File: src/rtl/ex_issue_buf_pkg.sv
// Shared widths and bundle bit offsets for the ID->EX issue bundle.
// Fields are packed MSB-first: {aluOp, wdtOp, sigOp, imm, rdata1, rdata2, pc, inst, flush, rd}.
package ex_issue_buf_pkg;

  localparam int AluopWidth = 8;
  localparam int WdtTypeCnt = 4;
  localparam int SigOpWidth = 2;
  localparam int ImmWidth   = 64;
  localparam int InstWidth  = 32;
  localparam int RegIdWidth = 5;

  localparam int IB_RD_LSB     = 0;
  localparam int IB_FLUSH_LSB  = IB_RD_LSB + RegIdWidth;
  localparam int IB_INST_LSB   = IB_FLUSH_LSB + 1;
  localparam int IB_PC_LSB     = IB_INST_LSB + InstWidth;
  localparam int IB_RDATA2_LSB = IB_PC_LSB + ImmWidth;
  localparam int IB_RDATA1_LSB = IB_RDATA2_LSB + ImmWidth;
  localparam int IB_IMM_LSB    = IB_RDATA1_LSB + ImmWidth;
  localparam int IB_SIG_LSB    = IB_IMM_LSB + ImmWidth;
  localparam int IB_WDT_LSB    = IB_SIG_LSB + SigOpWidth;
  localparam int IB_ALUOP_LSB  = IB_WDT_LSB + WdtTypeCnt;
  localparam int IB_W          = IB_ALUOP_LSB + AluopWidth;

  function automatic int bundleWidth(input int aluopW, input int wdtW, input int sigW,
                                     input int dataW, input int instW, input int ridW);
    return aluopW + wdtW + sigW + 4 * dataW + instW + 1 + ridW;
  endfunction

endpackage

File: src/rtl/ex_issue_buf_skid.sv
// pipe_skid_buf: small FIFO with registered ready, a kill that empties it, and zeroed payload on reset.
module pipe_skid_buf #(
  parameter int WIDTH = 8,
  parameter int DEPTH = 2
) (
  input  logic             clk,
  input  logic             rst,
  input  logic             pushValid,
  output logic             pushReady,
  input  logic [WIDTH-1:0] pushData,
  input  logic             kill,
  output logic             popValid,
  input  logic             popReady,
  output logic [WIDTH-1:0] popData
);

  localparam int PTR_W = (DEPTH > 1) ? $clog2(DEPTH) : 1;
  localparam int CNT_W = $clog2(DEPTH + 1);

  logic [WIDTH-1:0] mem [DEPTH];
  logic [PTR_W-1:0] head, tail;
  logic [CNT_W-1:0] count, countNext;
  logic             readyQ;
  logic             push, pop;

  function automatic logic [PTR_W-1:0] nextPtr(input logic [PTR_W-1:0] p);
    return (p == PTR_W'(DEPTH - 1)) ? '0 : p + 1'b1;
  endfunction

  assign push      = pushValid && readyQ;
  assign pop       = (count != '0) && popReady;
  assign pushReady = readyQ;
  assign popValid  = (count != '0);
  assign popData   = mem[head];

  always_comb begin
    countNext = count;
    if (kill)             countNext = '0;
    else if (push && !pop) countNext = count + 1'b1;
    else if (pop && !push) countNext = count - 1'b1;
  end

  // Ready is registered from the next occupancy so ID never sees a combinational path.
  always_ff @(posedge clk or posedge rst) begin
    if (rst) begin
      head   <= '0;
      tail   <= '0;
      count  <= '0;
      readyQ <= 1'b1;
      for (int i = 0; i < DEPTH; i++) mem[i] <= '0;
    end else begin
      count  <= countNext;
      readyQ <= (countNext < CNT_W'(DEPTH));
      if (kill) begin
        head <= '0;
        tail <= '0;
      end else begin
        if (push) begin
          mem[tail] <= pushData;
          tail      <= nextPtr(tail);
        end
        if (pop) head <= nextPtr(head);
      end
    end
  end

endmodule

File: src/rtl/ex_issue_buf.sv
// EX-side receiver for ID->EX bundles: two-entry skid buffer in front of the ALU
// plus a saturating counter of back-pressure cycles.
module ex_issue_buf
  import ex_issue_buf_pkg::*;
#(
  parameter int ALUOP_W = AluopWidth,
  parameter int WDT_W   = WdtTypeCnt,
  parameter int SIG_W   = SigOpWidth,
  parameter int DATA_W  = ImmWidth,
  parameter int INST_W  = InstWidth,
  parameter int RID_W   = RegIdWidth,
  parameter int CNT_W   = 32,
  localparam int B      = bundleWidth(ALUOP_W, WDT_W, SIG_W, DATA_W, INST_W, RID_W)
) (
  input  logic             clk,
  input  logic             rst,
  input  logic             in_valid,
  output logic             in_ready,
  input  logic [B-1:0]     in_bundle,
  input  logic             kill,
  output logic             out_valid,
  input  logic             out_ready,
  output logic [B-1:0]     out_bundle,
  output logic [CNT_W-1:0] stall_cnt
);

  logic [CNT_W-1:0] stallCnt;

  pipe_skid_buf #(.WIDTH(B), .DEPTH(2)) uSkid (
    .clk      (clk),
    .rst      (rst),
    .pushValid(in_valid),
    .pushReady(in_ready),
    .pushData (in_bundle),
    .kill     (kill),
    .popValid (out_valid),
    .popReady (out_ready),
    .popData  (out_bundle)
  );

  // Kill does not touch the counter; only reset clears it.
  always_ff @(posedge clk or posedge rst) begin
    if (rst) stallCnt <= '0;
    else if (out_valid && !out_ready && (stallCnt != '1)) stallCnt <= stallCnt + 1'b1;
  end

  assign stall_cnt = stallCnt;

endmodule

File: config.mk
export PLATFORM = sky130hd
export DESIGN_NAME = ex_issue_buf
export DESIGN_NICKNAME = d
export VERILOG_FILES = /design/src/rtl/ex_issue_buf_pkg.sv /design/src/rtl/ex_issue_buf_skid.sv /design/src/rtl/ex_issue_buf.sv
export SDC_FILE = /design/constraint.sdc
export NUM_CORES = 1
export LEC_CHECK = 0
export CAP_MARGIN = 15
export CORE_AREA = 2 2 365 186
export DETAILED_ROUTE_END_ITERATION = 16
export DIE_AREA = 0 0 367 188
export PLACE_DENSITY = 0.7
export SKIP_CTS_REPAIR_TIMING = 1
export SYNTH_ARGS = -nofsm -noshare
export SYNTH_HDL_FRONTEND = slang
export SYNTH_SLANG_ARGS = --single-unit
File: constraint.sdc
create_clock -name clk -period 68.7 [get_ports clk]
set_input_delay 13.74 -clock clk [delete_from_list [all_inputs] [get_ports clk]]
set_output_delay 13.74 -clock clk [all_outputs]
set_load 0.01 [all_outputs]
==> summary.txt, run 1 <==
Place
  – Cell count after placement: 3279
  – Count of input and output buffers: 654
  – Gpl congestion: 0.817
  – Worst-case setup slack after placement: 51.02 ns
  – Sum of net half-perimeters after detailed placement: 50.5 mm

Layout
  – Fraction of final layout cells with drive strength greater than 1: 42.4%
  – Relative area change from synthesis to final layout: 33.8%
  – Filler instances: 5284
  – Final #Nets: 2762
  – Post-route non-filler standard cell count: 3408

Detailed routing
  – Number of nets still failing antenna checks after routing: 0
  – Ratio of routed vias to standard cells: 5.11
  – Residual DRC count: 0
  – Iter 0 DRT Violations: 729
  – Number of optimization iterations in the first detailed-route pass: 5
  – Detailed-route wire length per cell: 21.7 µm
  – Routed via count: 17398
  – Routed WL: 73.9 mm

Synthesis
  – Average cell area after synthesis: 15.5 µm²
  – Post-synth top flop: dfrtp_1
  – Cell taking the most area after synthesis: dfrtp_1
  – Sequential cell area fraction in the yosys report: 58.2%
  – Portion of synthesized cell area occupied by the leading cell type: 58.1%
  – Synth top area cells: dfrtp_1 58%, mux2_2 37%, buf_2 0.82%
  – Post-synthesis register bit count: 653
  – Syn nets: 2129
  – Number of synthesized flops with an enable pin: 0
  – Share of flip-flops with an asynchronous set or reset: 100%
  – Number of instances in the synthesized netlist: 1814
  – Synth warnings: 0
  – Number of distinct standard cells referenced by the synthesized netlist: 39
  – Post-synthesis instance area: 28100 µm²

Global route
  – Initial antenna violation count: 19
  – Pin count of the biggest net entering global routing: 177
  – GRT Total Usage: 21.0%
  – Number of global-route vias before repair: 19221
  – Wire length of the first global-routing pass: 114 mm
  – GR Overflow Total: 0

Worst setup path
  – Category of the worst setup path launch point: register
  – Path depth of the worst reg2reg path: 6
  – Capturing element type of the critical path: output port
  – Biggest fanout along the worst timing path: 73
  – Req. time, crit path: 54.96 ns
  – Critical path data arrival time: 4.37 ns
  – Startpoint-to-endpoint class of the critical path: reg2out

Run status
  – Result of the run: finished, final reports clean

Timing
  – Fmax: 55.2 MHz
  – Actual transition at the worst max-transition pin: 1.16 ns
  – Number of max-slew violations in the final report: 0
  – Unrepaired setup endpoints after global routing: no
  – Maximum clock skew at final layout: 0.0169 ns
  – Total Negative Setup Slacks: 0 ns
  – Rel. slew slack: 22.9%
  – Number of failing setup endpoints in the final timing report: 0
  – Min Clock Period, post-route: 18.11 ns
  – Final Hold Viols: 0
  – Share of the clock period used by the worst path: 26.4%
  – Setup slack after layout: 50.59 ns

Clocking
  – Number of clock sinks: 653
  – Clock latency on the worst-skew pair: 0.61 ns
  – TritonCTS buffer count: 60
  – Clock tree from TritonCTS: built
  – Clock root buffer master: clkbuf_16
  – Clock-pin transition on the worst setup and hold timing paths: 0.06 ns
  – Htree depth: 2
  – Worst-case clock buffer depth: 3

Power and ir drop
  – Maximum resistive drop on vdd: 0.0246 mV
  – Pwr/cell area: 48.1 nW/µm²
  – Static Leak: 15.5 nW

Worst hold path
  – Worst hold-check path type: reg2reg
  – Number of cells on the worst hold path: 1

Floorplan
  – Starting Density: 42.5%
  – Row count: 67
  – Chip Height: 188 µm
  – Chip width: 367 µm
  – Std-Cell Core Area: 66100 µm²
  – Number of top-level pins: 655
  – Die outline area: 69000 µm²

Job
  – Max cap viols: 0
-- state kept, by name (all words and copies together) (netlist names) --
register         flops
uSkid.count          2
stall_cnt           32
uSkid.head           1
uSkid.tail           1
uSkid.mem          616
uSkid.pushReady      1
-- synth_stat cells (all sizes together), types with 3 or more instances --
cell and count:
and3 6, nand2 14, and2 4, dfrtp 652, nand3 18, xor2 6
nor2 8, nor3 5, and4 4, clkbuf 40, inv 4, nand4 12
o21ai 3, xnor2 26, mux2 925, buf 65
-- critical path: stages (launching register included) --
cell and delay, ns:
dfrtp_4 0.88, buf_4 0.86, buf_4 0.92, mux2_2 0.43, clkdlybuf4s50_1 0.52
-- area by class of cell --
class                           instances  area [µm²]  area share, %
Multi-Input combinational cell       1052       11300           30.0
Antenna cell                           16        40.0          0.106
Timing Repair Buffer                  676        6780           18.0
Sequential cell                       653       16300           43.5
Clock buffer                           94        1820           4.84
Clock inverter                         16         171          0.456
Inverter                                4        22.5         0.0599
Tap cell                              897        1120           2.99
-- layout by cell type, fill, tap and decap left out, types with 2 or more instances in the layout --
cell and count:
a211oi_2 2, o21ai_0 3, clkbuf_1 16, and4_2 3, clkdlybuf4s50_1 654, nand2_1 12
clkinvlp_4 2, nand2_4 2, xor2_1 6, a31oi_1 2, and3_2 2, and2_1 4
dfrtp_1 651, buf_16 3, nand4_1 12, nand3_1 18, clkbuf_8 17, clkinv_2 8
a21oi_1 2, buf_4 18, clkbuf_16 61, nor2_1 8, ha_1 2, inv_1 3
nor2b_1 2, diode_2 16, bufinv_16 3, inv_6 3, mux2_2 924, nor3_1 4
xnor2_1 26, and3_1 4
-- where the power goes --
group          internal, W  total [W]  switching, W  leakage (nW)
sequential        0.000570   0.000665     0.0000949          7.84
clock             0.000193   0.000341      0.000149         0.981
combinational     0.000494   0.000802      0.000308          6.66
total              0.00126    0.00181      0.000551          15.5
-- final timing paths --
path | start | endpoint | slack, ns
worst max-delay path | uSkid.head | out_bundle[205] | 50.59
worst max register to register | uSkid.pushReady | uSkid.mem[521] | 64.89
worst min register to register | uSkid.mem[201] | uSkid.mem[201] | 0.50
max in group asynchronous | rst | uSkid.head | 51.77
worst min-delay path | uSkid.mem[201] | uSkid.mem[201] | 0.50
min in group asynchronous | rst | uSkid.mem[113] | 13.65
-- logic make-up (layout without fill, tap and decap cells) --
logic type	count (synthesis)	after routing	share of synthesized area, %
simple gates	80	80	1.63
fa+ha+maj	2	2	0.0891
xor+xnor	32	32	0.998
other cells	0	16	0
buf+inv	109	790	1.69
compound gates	12	12	0.307
flops	653	653	58.2
mux	926	926	37.1
-- stage by stage --
stage / cell area, µm² / hold WS [ns] / power (W) / utilization, %
3_5_place_dp: 35500 / 0.488 / 0.00147 / 53.7
6_report: 37600 / 0.501 / 0.00181 / 56.9
4_1_cts: 37500 / 0.503 / 0.00183 / 56.7
3_3_place_gp: 35500 / 0.481 / 0.00144 / 53.7
2_1_floorplan: 28100 / 0.474 / 0.00108 / -
5_1_grt: 37600 / 0.511 / 0.00190 / 56.9
-- routing by layer --
layer	vias to the layer above	routed length (µm)	GRT usage (%)
met1	9056	31100	26.6
met4	8	2210	7.33
met2	392	36100	34.7
met5	-	47	0
met3	136	4450	5.89
li1	7806	-	-
(Power assumes the default switching activity.)
==> run 2: changes to the inputs <==
--- a/config.mk
+++ b/config.mk
@@ -9,7 +9,7 @@
 export CORE_AREA = 2 2 365 186
 export DETAILED_ROUTE_END_ITERATION = 16
 export DIE_AREA = 0 0 367 188
-export PLACE_DENSITY = 0.7
+export PLACE_DENSITY = 0.73
 export SKIP_CTS_REPAIR_TIMING = 1
 export SYNTH_ARGS = -nofsm -noshare
 export SYNTH_HDL_FRONTEND = slang
==> constraint.sdc (replaced) <==
create_clock -name clk -period 16.15 [get_ports clk]
set_input_delay 3.23 -clock clk [delete_from_list [all_inputs] [get_ports clk]]
set_output_delay 3.23 -clock clk [all_outputs]
set_load 0.01 [all_outputs]
==> run 2 against run 1 <==
- via count rose by 0.11%
- worst setup slack got worse by 42 ns
- die area did not move
- clock power rose to 4.5 times the previous value
- sequential power rose to 4.2 times the previous value
- hold slack got worse by 0.00054 ns
- cell area increased by 0.16%
- largest cell class unchanged
==> summary.txt, run 2 (synthesis results as in run 1) <==
Worst setup path
  – Biggest fanout along the worst timing path: 72 (-1.4%)
  – Critical path data arrival time: 4.37 ns (about the same)
  – Family of cells with the greatest summed delay on the critical path: buffers and inverters
  – Most numerous cell on the critical path: buf_4
  – Maximum cell stage delay along the critical path: 0.88 ns (-0.04 ns)
  – Capturing element type of the critical path: output port
  – Req. time, crit path: 12.92 ns (-42.04 ns)
  – Series of cell instances along the critical path: buf_4 -> buf_4 -> mux2_2 -> clkdlybuf4s50_1
  – Category of the worst setup path launch point: register
  – Startpoint-to-endpoint class of the critical path: reg2out
  – Highest-delay cell along the critical path: buf_4
  – Buffering stage count on the worst path with inverters included: 3 (unchanged)

Detailed routing
  – Routed via count: 17418 (+0.11%)
  – Iter 0 DRT Violations: 731 (+0.27%)
  – Number of nets still failing antenna checks after routing: 0 (unchanged)
  – Routed WL: 71.5 mm (-3.3%)
  – Residual DRC count: 0 (unchanged)
  – Met3 Routed Length: 3.71 mm (-17%)
  – Number of optimization iterations in the first detailed-route pass: 5 (unchanged)
  – Ratio of routed vias to standard cells: 5.12 (+0.38%)
  – Uppermost routed layer: met5
  – Detailed-route wire length per cell: 21.0 µm (-3.1%)
  – Metal2 WL: 34.9 mm (-3.3%)
  – Wire length the detailed router placed on met1: 30.8 mm (-1.1%)

Run status
  – Result of the run: finished, final reports clean

Floorplan
  – Row count: 67 (unchanged)
  – Die outline area: 69000 µm² (unchanged)
  – Std-Cell Core Area: 66100 µm² (unchanged)
  – Number of top-level pins: 655 (unchanged)
  – Chip Height: 188 µm (unchanged)
  – Starting Density: 42.5% (unchanged)
  – Chip width: 367 µm (unchanged)

Global route
  – Pin count of the biggest net entering global routing: 199 (+12%)
  – Number of global-route vias before repair: 18977 (-1.3%)
  – Initial antenna violation count: 12 (-7)
  – Wire length of the first global-routing pass: 111 mm (-2.8%)
  – GRT Total Usage: 20.4% (-0.65 points)
  – GR Overflow Total: 0 (unchanged)

Power and ir drop
  – Maximum resistive drop on vdd: 0.100 mV (+310%)
  – Pwr/cell area: 206 nW/µm² (+330%)
  – Static Leak: 15.5 nW (+0.21%)
  – Power Total: 0.00776 W (+330%)

Timing
  – Min Clock Period, post-route: 7.60 ns
  – Share of the clock period used by the worst path: 47.1%
  – Number of failing setup endpoints in the final timing report: 0 (unchanged)
  – Actual transition at the worst max-transition pin: 1.18 ns (+0.0283 ns)
  – Unrepaired setup endpoints after global routing: no
  – Final Hold Viols: 0 (unchanged)
  – Total Negative Setup Slacks: 0 ns (unchanged)
  – Fmax: 132 MHz
  – Maximum clock skew at final layout: 0.0244 ns (+0.00748 ns)
  – Rel. slew slack: 21.0% (-1.9 points)
  – Number of max-slew violations in the final report: 0 (unchanged)

Clocking
  – Clock root buffer master: clkbuf_16
  – TritonCTS buffer count: 60 (unchanged)
  – Htree depth: 2 (unchanged)
  – Clock latency on the worst-skew pair: 0.62 ns (about the same)
  – Number of clock sinks: 653 (unchanged)
  – Clock tree from TritonCTS: built
  – Clock-pin transition on the worst setup and hold timing paths: 0.07 ns (about the same)
  – Worst-case clock buffer depth: 3 (unchanged)

Place
  – Count of input and output buffers: 654 (unchanged)
  – Sum of net half-perimeters after detailed placement: 48.9 mm (-3.3%)
  – Gpl congestion: 0.823 (+0.75%)

Layout
  – Reg with most FFs: uSkid.mem
  – Top library cells by usage in the layout, fill and taps aside: 924 x mux2_2, 654 x clkdlybuf4s50_1, 651 x dfrtp_1
  – Fraction of final layout cells with drive strength greater than 1: 42.4% (about the same)
  – Max FFs per register: 616 (unchanged)
  – Filler instances: 5199 (-1.6%)
  – Relative area change from synthesis to final layout: 34.0%
  – Final #Nets: 2758 (-0.14%)
  – Most frequent standard cell in the layout excluding fill and tap cells: mux2_2

Job
  – Max cap viols: 0 (unchanged)

Worst hold path
  – Worst hold-check path type: reg2reg
[run 2: routing by layer]
| metal | global-route usage, % | vias to the layer above |
|---|---|---|
| li1 | - | 7803 |
| met4 | 6.92 | 8 |
| met2 | 33.5 | 386 |
| met3 | 5.01 | 129 |
| met5 | 0 | - |
| met1 | 26.4 | 9092 |
[run 2: area by class of cell]
type	instances	area [µm²]	share of cell area (%)
Antenna cell	8	20.0	0.0532
Clock buffer	91	1800	4.78
Clock inverter	22	342	0.907
Inverter	4	18.8	0.0498
Multi-Input combinational cell	1052	11300	30.0
Sequential cell	653	16300	43.4
Tap cell	897	1120	2.98
Timing Repair Buffer	672	6720	17.8
[run 2: final timing paths]
| check | start | to | slack [ns] | cells after the start |
|---|---|---|---|---|
| max | uSkid.head | out_bundle[62] | 8.55 | 4 |
| min | uSkid.mem[195] | uSkid.mem[195] | 0.50 | 1 |
| max reg2reg | uSkid.pushReady | uSkid.mem[330] | 12.07 | 6 |
| min reg2reg | uSkid.mem[195] | uSkid.mem[195] | 0.50 | 1 |
| max in group asynchronous | rst | uSkid.mem[332] | 9.61 | 6 |
| min in group asynchronous | rst | stall_cnt[7] | 3.26 | 3 |
[run 2: power breakdown]
part | internal [W] | total [W] | switching [W] | leakage [nW]
Sequential | 0.00243 | 0.00282 | 0.000396 | 7.84
Clock | 0.000898 | 0.00154 | 0.000639 | 1.05
Combinational | 0.00210 | 0.00340 | 0.00130 | 6.61
Total | 0.00543 | 0.00776 | 0.00233 | 15.5
[run 2: per-stage QoR]
stage	hold slack (ns)	setup slack [ns]	utilization [%]	std cells	instance area [µm²]
floorplan	0.474	4.00	-	1814	28100
global placement	0.481	8.92	53.7	3278	35500
detailed placement	0.487	8.80	53.7	3278	35500
CTS	0.502	8.53	57.0	3391	37600
global route	0.510	8.34	57.0	3399	37700
finish	0.500	8.55	57.0	3399	37700
